--- config.mk ---
export PLATFORM = sky130hd
export DESIGN_NAME = fb_mem_arbiter
export DESIGN_NICKNAME = d
export VERILOG_FILES = /design/src/rtl/fb_arb_pkg.sv /design/src/rtl/fb_rd_credit.sv /design/src/rtl/fb_mem_arbiter.sv
export SDC_FILE = /design/constraint.sdc
export NUM_CORES = 1
export LEC_CHECK = 0
export CAP_MARGIN = 10
export CORE_ASPECT_RATIO = 1.2
export CORE_MARGIN = 5
export CORE_UTILIZATION = 42
export CTS_BUF_LIST = sky130_fd_sc_hd__clkbuf_8
export DETAILED_ROUTE_END_ITERATION = 16
export PLACE_DENSITY = 0.95
export SLEW_MARGIN = 5
export SYNTH_ARGS = -nofsm -noshare
export SYNTH_HDL_FRONTEND = slang
export SYNTH_SLANG_ARGS = --single-unit
--- constraint.sdc ---
create_clock -name clk -period 4.7 [get_ports clk]
set_input_delay 1.175 -clock clk [delete_from_list [all_inputs] [get_ports clk]]
set_output_delay 1.175 -clock clk [all_outputs]
set_load 0.01 [all_outputs]
--- src/rtl/fb_arb_pkg.sv ---
// Shared types and default sizing for the framebuffer memory arbiter.
package fb_arb_pkg;

  typedef enum logic {OWN_SCAN, OWN_RAST} owner_t;

  localparam int unsigned FB_ADDR_W          = 26;
  localparam int unsigned FB_DATA_W          = 32;
  localparam int unsigned FB_BE_W            = FB_DATA_W / 8;
  localparam int unsigned FB_MAX_OUTSTANDING = 8;
  localparam int unsigned FB_STARVE_LIMIT    = 16;

  // One issued memory command; the avm_* outputs are driven straight from it.
  typedef struct packed {
    logic [FB_ADDR_W-1:0] addr;
    logic [FB_DATA_W-1:0] wdata;
    logic [FB_BE_W-1:0]   be;
    logic                 is_read;
  } fb_cmd_t;

endpackage

--- src/rtl/fb_rd_credit.sv ---
// Outstanding scanout read counter; read credit is available while below the limit.
module fb_rd_credit
  import fb_arb_pkg::*;
#(
  parameter int unsigned MAX_OUTSTANDING = FB_MAX_OUTSTANDING,
  localparam int unsigned CNT_W = $clog2(MAX_OUTSTANDING) + 1
) (
  input  logic             clk,
  input  logic             reset_n,
  input  logic             inc,
  input  logic             dec,
  output logic             can_read,
  output logic [CNT_W-1:0] count
);

  localparam logic [CNT_W-1:0] MaxCnt = CNT_W'(MAX_OUTSTANDING);

  logic [CNT_W-1:0] count_q, count_d;

  always_comb begin
    count_d = count_q;
    if (inc && !dec && count_q < MaxCnt) begin
      count_d = count_q + CNT_W'(1);
    end else if (dec && !inc && count_q != '0) begin
      // Stray returns after a reset must not wrap the counter.
      count_d = count_q - CNT_W'(1);
    end
  end

  always_ff @(posedge clk) begin
    if (!reset_n) begin
      count_q <= '0;
    end else begin
      count_q <= count_d;
    end
  end

  assign can_read = count_q < MaxCnt;
  assign count    = count_q;

endmodule

--- src/rtl/fb_mem_arbiter.sv ---
// Arbitrates the framebuffer memory port between scanout reads and raster writes,
// with urgent-scanout priority, round-robin, and a raster starvation override.
module fb_mem_arbiter
  import fb_arb_pkg::*;
#(
  parameter int unsigned ADDR_W          = FB_ADDR_W,
  parameter int unsigned DATA_W          = FB_DATA_W,
  parameter int unsigned MAX_OUTSTANDING = FB_MAX_OUTSTANDING,
  parameter int unsigned STARVE_LIMIT    = FB_STARVE_LIMIT
) (
  input  logic                               clk,
  input  logic                               reset_n,
  input  logic                               scan_valid,
  input  logic [ADDR_W-1:0]                  scan_addr,
  input  logic                               scan_urgent,
  output logic                               scan_ready,
  output logic [DATA_W-1:0]                  scan_rdata,
  output logic                               scan_rvalid,
  input  logic                               rast_valid,
  input  logic [ADDR_W-1:0]                  rast_addr,
  input  logic [DATA_W-1:0]                  rast_wdata,
  input  logic [DATA_W/8-1:0]                rast_be,
  output logic                               rast_ready,
  output logic [ADDR_W-1:0]                  avm_address,
  output logic                               avm_read,
  output logic                               avm_write,
  output logic [DATA_W-1:0]                  avm_writedata,
  output logic [DATA_W/8-1:0]                avm_byteenable,
  input  logic                               avm_waitrequest,
  input  logic [DATA_W-1:0]                  avm_readdata,
  input  logic                               avm_readdatavalid,
  output logic [$clog2(MAX_OUTSTANDING):0]   rd_outstanding
);

  localparam int unsigned SW = $clog2(STARVE_LIMIT + 1);
  localparam logic [SW-1:0] StarveMax = SW'(STARVE_LIMIT);

  // The command struct is sized by the package, so the widths must agree.
  if (ADDR_W != FB_ADDR_W || DATA_W != FB_DATA_W) begin : g_width_check
    $error("fb_mem_arbiter: ADDR_W/DATA_W must match fb_arb_pkg command widths");
  end

  fb_cmd_t       cmd_q, cmd_d;
  logic          cmd_valid_q, cmd_valid_d;
  owner_t        last_q, last_d;
  logic [SW-1:0] starve_q, starve_d;

  logic can_read;
  logic slot_free;
  logic grant_scan, grant_rast;

  assign slot_free = ~cmd_valid_q | ~avm_waitrequest;

  always_comb begin
    grant_scan = 1'b0;
    grant_rast = 1'b0;
    if (reset_n && slot_free) begin
      if (scan_valid && scan_urgent && can_read) begin
        grant_scan = 1'b1;
      end else if (rast_valid && starve_q >= StarveMax) begin
        grant_rast = 1'b1;
      end else if (scan_valid && can_read && rast_valid) begin
        if (last_q == OWN_RAST) grant_scan = 1'b1;
        else                    grant_rast = 1'b1;
      end else if (scan_valid && can_read) begin
        grant_scan = 1'b1;
      end else if (rast_valid) begin
        grant_rast = 1'b1;
      end
    end
  end

  assign scan_ready = grant_scan;
  assign rast_ready = grant_rast;

  always_comb begin
    cmd_d       = cmd_q;
    cmd_valid_d = cmd_valid_q;
    last_d      = last_q;
    starve_d    = starve_q;

    if (slot_free) begin
      cmd_valid_d = grant_scan | grant_rast;
      if (grant_scan) begin
        cmd_d.addr    = scan_addr;
        cmd_d.wdata   = '0;
        cmd_d.be      = '1;
        cmd_d.is_read = 1'b1;
        last_d        = OWN_SCAN;
      end else if (grant_rast) begin
        cmd_d.addr    = rast_addr;
        cmd_d.wdata   = rast_wdata;
        cmd_d.be      = rast_be;
        cmd_d.is_read = 1'b0;
        last_d        = OWN_RAST;
      end
    end

    if (!rast_valid || grant_rast) begin
      starve_d = '0;
    end else if (starve_q < StarveMax) begin
      starve_d = starve_q + SW'(1);
    end
  end

  always_ff @(posedge clk) begin
    if (!reset_n) begin
      cmd_q       <= '0;
      cmd_valid_q <= 1'b0;
      last_q      <= OWN_RAST;
      starve_q    <= '0;
    end else begin
      cmd_q       <= cmd_d;
      cmd_valid_q <= cmd_valid_d;
      last_q      <= last_d;
      starve_q    <= starve_d;
    end
  end

  fb_rd_credit #(
    .MAX_OUTSTANDING(MAX_OUTSTANDING)
  ) u_rd_credit (
    .clk     (clk),
    .reset_n (reset_n),
    .inc     (grant_scan),
    .dec     (avm_readdatavalid),
    .can_read(can_read),
    .count   (rd_outstanding)
  );

  assign avm_address    = cmd_q.addr;
  assign avm_writedata  = cmd_q.wdata;
  assign avm_byteenable = cmd_q.be;
  assign avm_read       = cmd_valid_q & cmd_q.is_read;
  assign avm_write      = cmd_valid_q & ~cmd_q.is_read;

  // Read data is not owned by the arbiter; returns pass straight through in order.
  assign scan_rdata  = avm_readdata;
  assign scan_rvalid = avm_readdatavalid;

endmodule
# Word-level counts from Yosys, hierarchy flattened
# Cells that the tools add are included.
[classes]
n_bitwise = 8
eq_ne = 0
n_div = 0
magnitude_cmp = 3
mul = 0
reduce_logical = 19
mux = 19
shift = 0
add_sub_neg = 3
[ops]
columns = ["cell", "count"]
rows = [
  ["$mux 63", 2],
  ["$mux 1", 15],
  ["$logic_and 1x1->1", 10],
  ["$mux 4", 2],
  ["$add 5x1->5 const B", 1],
  ["$ge 5x5->1 const B", 1],
  ["$lt 5x5->1 const B", 1],
  ["$add 4x1->4 const B", 1],
  ["$lt 4x4->1 const B", 1],
  ["$not 1->1", 4],
  ["$reduce_bool 2->1", 2],
  ["$reduce_bool 4->1", 1],
  ["$sub 4x1->4 const B", 1],
  ["$logic_not 1->1", 3],
  ["$and 1x1->1", 2],
  ["$or 1x1->1", 2],
  ["$reduce_and 2->1", 1],
  ["$reduce_or 2->1", 1],
  ["$logic_or 1x1->1", 1],
]
[word_totals]
register_bits = 74
out_inout_bits = 103
word_cells = 60
in_bits = 127
ram_bits = 0
latch_bits = 0
mem_count = 0
romBits = 0

# Depth between registers and ports, before layout
# Gate-level depths: netlist of run 1.
[depth]
depth_word = 12
depth_mapped = 9
mapped_depth_nobuf = 9

# Hierarchy
# From an unflattened synthesis of run 1, not the netlist that was laid out.
[unflattened]
cells_unflattened = 402
area_unflattened_um2 = 3818.7
[modules_own_cells]
columns = ["mod", "cells_per_inst", "seq_area_each_um2", "instances", "area_each_um2"]
rows = [
  ["fb_mem_arbiter", 373, 1401.3, 1, 3543.4],
  ["fb_rd_credit", 29, 80.1, 1, 275.3],
]

# Worst setup path before layout of run 1
# OpenSTA, ideal clock, no wires.
[synth_path]
path_type = "input to output"
start = "input reset_n"
end = "output rast_ready"
n_path_buf = 1
slack_ns = 1.568
path_stages = 4
t_arrival_ns = 1.957
required_ns = 3.525
path_cell_list = "a21boi_2 > buf_2 > nand3_1 > inv_1"
[synth_between]
elab_chain_cells = 2
[synth_lines]
columns = ["item", "line_no", "text"]
rows = [
  ["start, declared", "fb_mem_arbiter.sv:12", "input logic reset_n,"],
  ["$logic_and 1x1->1", "fb_mem_arbiter.sv:57", "if (reset_n && slot_free) begin"],
  ["$mux 1", "fb_mem_arbiter.sv:57", ""],
  ["end, declared", "fb_mem_arbiter.sv:23", "output logic rast_ready,"],
]
# Every way passes these cells.

# Worst setup path after layout of run 1
[layout_path]
start = "input scan_valid"
end = "output rast_ready"
[layout_between]
elab_chain_cells = 6
word_cells_on_any_way = 9
cone_classes = "5 x mux; 4 x reduce/logical"
[layout_lines]
columns = ["item", "line_no", "text"]
rows = [
  ["start, declared", "fb_mem_arbiter.sv:13", "input logic scan_valid,"],
  ["$logic_and 1x1->1", "fb_mem_arbiter.sv:62, fb_mem_arbiter.sv:65", ""],
  ["$mux 1 / $logic_and 1x1->1 (equally long branches)", "fb_mem_arbiter.sv:65, fb_mem_arbiter.sv:62", ""],
  ["$mux 1", "fb_mem_arbiter.sv:62", "end else if (scan_valid && can_read && rast_valid) begin"],
  ["$mux 1", "fb_mem_arbiter.sv:60", "end else if (rast_valid && starve_q >= StarveMax) begin"],
  ["$mux 1 (*)", "fb_mem_arbiter.sv:58", "if (scan_valid && scan_urgent && can_read) begin"],
  ["$mux 1 (*)", "fb_mem_arbiter.sv:57", ""],
]
# Every way passes the cells marked *; elsewhere a longest branch is shown, timed or not.

==> results.sh, run 1 <==
export IMPL_ys_types=41
export IMPL_critPathKind="primary input to output port"
export IMPL_drive_gt1_frac=0.0605
export IMPL_final_common_cell="clkdlybuf4s50_1"
export IMPL_grt_use_total=0.173
export IMPL_hold_path_class="register to register"
export IMPL_cts_root_buf="clkbuf_8"
export IMPL_clockBufferDepth=2
export IMPL_path_clk_slew_ps=70
export IMPL_gp_congestion=0.781
export IMPL_r2r_end="u_rd_credit.count[3]"
export IMPL_power_internal_mw=1.18
export IMPL_tightest_slew_ps=997
export IMPL_wirelength_um=10500
export IMPL_clkPwrFrac=0.254
export IMPL_synth_xor_area_frac=0.0111
export IMPL_finalHoldViolCount=0
export IMPL_timing_final_max_slew_violations=0
export IMPL_design_area_um2=5090
export IMPL_whs_path_depth=2
export IMPL_required_ps=3520
export IMPL_drt_initial_drc_count=171
export IMPL_cp_buffers_inverters=3
export IMPL_cts_hold_buf=0
export IMPL_max_slew_margin=0.333
export IMPL_htreeDepth=3
export IMPL_cpPeakStageDelay_ps=500
export IMPL_combPwrFrac=0.314
export IMPL_power_density_nw_per_um2=337
export IMPL_cts_resized_gates=0
export IMPL_die_w_um=98.3
export IMPL_post_dp_cell_area_um2=4920
export IMPL_min_from="avm_writedata[29]"
export IMPL_crit_family="buffers and inverters"
export IMPL_synth_area_per_cell_um2=8.64
export IMPL_drv_cap=0
export IMPL_p_switching_mw=0.536
export IMPL_rsz0062_at_grt="no"
export IMPL_synth_top_area_frac=0.377
export IMPL_switching_share=0.313
export IMPL_crit_path_top_delay_cell="clkdlybuf4s50_1"
export IMPL_final_nets=639
export IMPL_firstDrtPassIters=4
export IMPL_muxShareOfSynthArea=0.00255
export IMPL_grt_pass1_wl_um=16100
export IMPL_final_cell_mix="clkdlybuf4s50_1 (163), dfxtp_1 (74), a21boi_1 (44)"
export IMPL_cts_buffers=9
export IMPL_core_area_um2=9080
export IMPL_wire_per_inst_um=16.6
export IMPL_status="finished, final reports clean"
export IMPL_fin_crit_ps=4130
export IMPL_port_buffers=165
export IMPL_drcViolationCount=0
export IMPL_die_h_um=116
export IMPL_final_setup_tns_ps=0
export IMPL_grt_max_degree=75
export IMPL_ys_seq_elements=74
export IMPL_rrSetupSlack_ps=1990
export IMPL_irDropWorstVdd_mv=0.209
export IMPL_via_count=3427
export IMPL_row_count=38
export IMPL_cpMostUsedCell="clkdlybuf4s50_1"
export IMPL_final_util=0.560
export IMPL_antenna_found_initial=0
export IMPL_synth_top_family_by_area="buffers and inverters"
export IMPL_p_leak_nw=1.82
export IMPL_clock_latency_ps=340
export IMPL_yosysWarnings=0
export IMPL_arrival_ps=2960
export IMPL_grt_pass1_vias=3372
export IMPL_netlist_instances=455
export IMPL_startpoint_type="primary input"
export IMPL_critPathMaxFanout=7
export IMPL_synth_top_cell_by_area="dfxtp_1"
export IMPL_syn_nets=586
export IMPL_io_pins=230
export IMPL_ant_nets=0
export IMPL_vias_per_cell=5.42
export IMPL_start_util=0.433
export IMPL_setup_viol=0
export IMPL_synth_compound_area_frac=0.177
export IMPL_fin_crit_sh=0.879
export IMPL_whs_endpoint="avm_writedata[29]"
export IMPL_fmax_ghz=0.242
export IMPL_pwr_share_seq=0.432
export IMPL_hpwl_um=7590
export IMPL_synth_area_leaders="dfxtp_1 (38%), buf_4 (19%), a21boi_1 (8.4%)"
export IMPL_crit_path_end_kind="output port"
export IMPL_cts_sinks=74
export IMPL_area_delta_synth_final_pct=29.4
export IMPL_post_cts_buffers=0
export IMPL_cp_cell_sequence="clkdlybuf4s50_1 > nor2b_2 > o21ai_4 > nand3_1 > inv_1 > clkdlybuf4s50_1"
export IMPL_fp_dieArea_um2=11400
export IMPL_synthAdderAreaFrac=0.0146
export IMPL_grt_overflow_total=0
export IMPL_reg2reg_depth=10
export IMPL_cts_tree="done"
export IMPL_yosysSeqAreaShare=0.377
export IMPL_synthSimpleGateAreaFrac=0.191
export IMPL_diodes=0
export IMPL_r2r_start="u_rd_credit.count[3]"
export IMPL_skew_ps=11.0
export IMPL_synth_area_um2=3930
## state kept, by name, indices dropped and copies added (netlist names)
signal             count
avm_address           26
avm_byteenable         4
avm_writedata         32
cmd_q                  1
cmd_valid_q            1
last_q                 1
starve_q               5
u_rd_credit.count      4
## layout make-up
class	count	area, um2
inverters	2	10.0
clock inverters	4	18.8
multi-input cells	249	1580
fillers	821	4000
flip-flops and latches	74	1480
clock buffers	11	151
repair buffers	172	1690
well taps	120	150
## layer usage
metal | vias to the layer above | global-route usage | routed length, um
li1 | 1614 | - | -
met1 | 1650 | 0.179 | 3960
met2 | 128 | 0.321 | 5520
met3 | 35 | 0.0482 | 668
met4 | 0 | 0.0820 | 355
met5 | - | 0 | 0
## worst max path at each step
stage | from | to | slack (ps) | cells past startpoint
finish | scan_valid | rast_ready | 570 | 6
global route | avm_waitrequest | rast_ready | 480 | 5
CTS | scan_valid | rast_ready | 580 | 6
detailed placement | avm_waitrequest | rast_ready | 590 | 5
global placement | avm_waitrequest | rast_ready | 620 | 5
floorplan | reset_n | rast_ready | 1570 | 4
## worst register-to-register path, delay by kind of cell (launching register included)
family          cells  cell delay [ps]
simple gates        3              720
fa+ha+maj           1              310
flops               1              360
compound gates      4              800
buf+inv             2              430
## metrics by stage
stage / cells / hold WS [ps] / setup slack [ps] / power (mW)
finish: 632 / 454 / 569 / 1.71
detailed placement: 617 / 447 / 586 / 1.29
global route: 632 / 475 / 483 / 1.81
CTS: 632 / 457 / 578 / 1.73
floorplan: 455 / 433 / 1570 / 1.11
global placement: 617 / 440 / 621 / 1.27
## power groups by stage
stage / registers (mW) / clock network, mW / logic [mW]
5_1_grt: 0.747 / 0.477 / 0.584
3_3_place_gp: 0.750 / 0 / 0.523
2_1_floorplan: 0.747 / 0 / 0.366
3_5_place_dp: 0.754 / 0 / 0.541
6_report: 0.740 / 0.436 / 0.538
4_1_cts: 0.740 / 0.448 / 0.543
## cell usage after synthesis
| cell type | n |
|---|---|
| clkbuf_1 | 16 |
| a21o_1 | 2 |
| o21ai_2 | 2 |
| nor3_1 | 35 |
| and2_1 | 1 |
| xor2_1 | 3 |
| a31oi_1 | 1 |
| o21a_1 | 1 |
| a22oi_1 | 11 |
| nor2_1 | 20 |
| mux2i_1 | 1 |
| a21oi_1 | 1 |
| xnor2_1 | 2 |
| a311o_1 | 3 |
| inv_1 | 1 |
| o211a_1 | 1 |
| nand4b_1 | 2 |
| a21boi_1 | 44 |
| dfxtp_1 | 74 |
| inv_4 | 1 |
| nor2b_1 | 2 |
| o21ai_1 | 1 |
| ha_1 | 3 |
| nand4_1 | 43 |
| o211ai_1 | 2 |
| o41ai_2 | 1 |
| buf_4 | 98 |
| a21boi_2 | 1 |
| a211oi_1 | 1 |
| nor2b_2 | 2 |
| buf_6 | 1 |
| buf_2 | 15 |
| fa_1 | 1 |
| nand2_1 | 37 |
| nand3b_1 | 1 |
| nor4b_1 | 1 |
| o211ai_4 | 1 |
| nand2b_1 | 2 |
| o21ai_0 | 14 |
| nand3_1 | 2 |
| o221a_1 | 4 |
## cells by family after synthesis
kind of cell | Yosys count
XOR/XNOR | 5
multiplexers | 1
AO/OA/AOI/OAI | 91
AND/OR/NAND/NOR | 148
adder cells (fa/ha/maj) | 4
flip-flops | 74
buffers and inverters | 132
No activity file was read; power rests on OpenSTA's default activity.
==> inputs of run 2 (changes only) <==
Settings changed: CAP_MARGIN 10 to 0.
==> results of run 2 <==
Same layout as run 1: the final DEF is identical, and so are final timing and power.
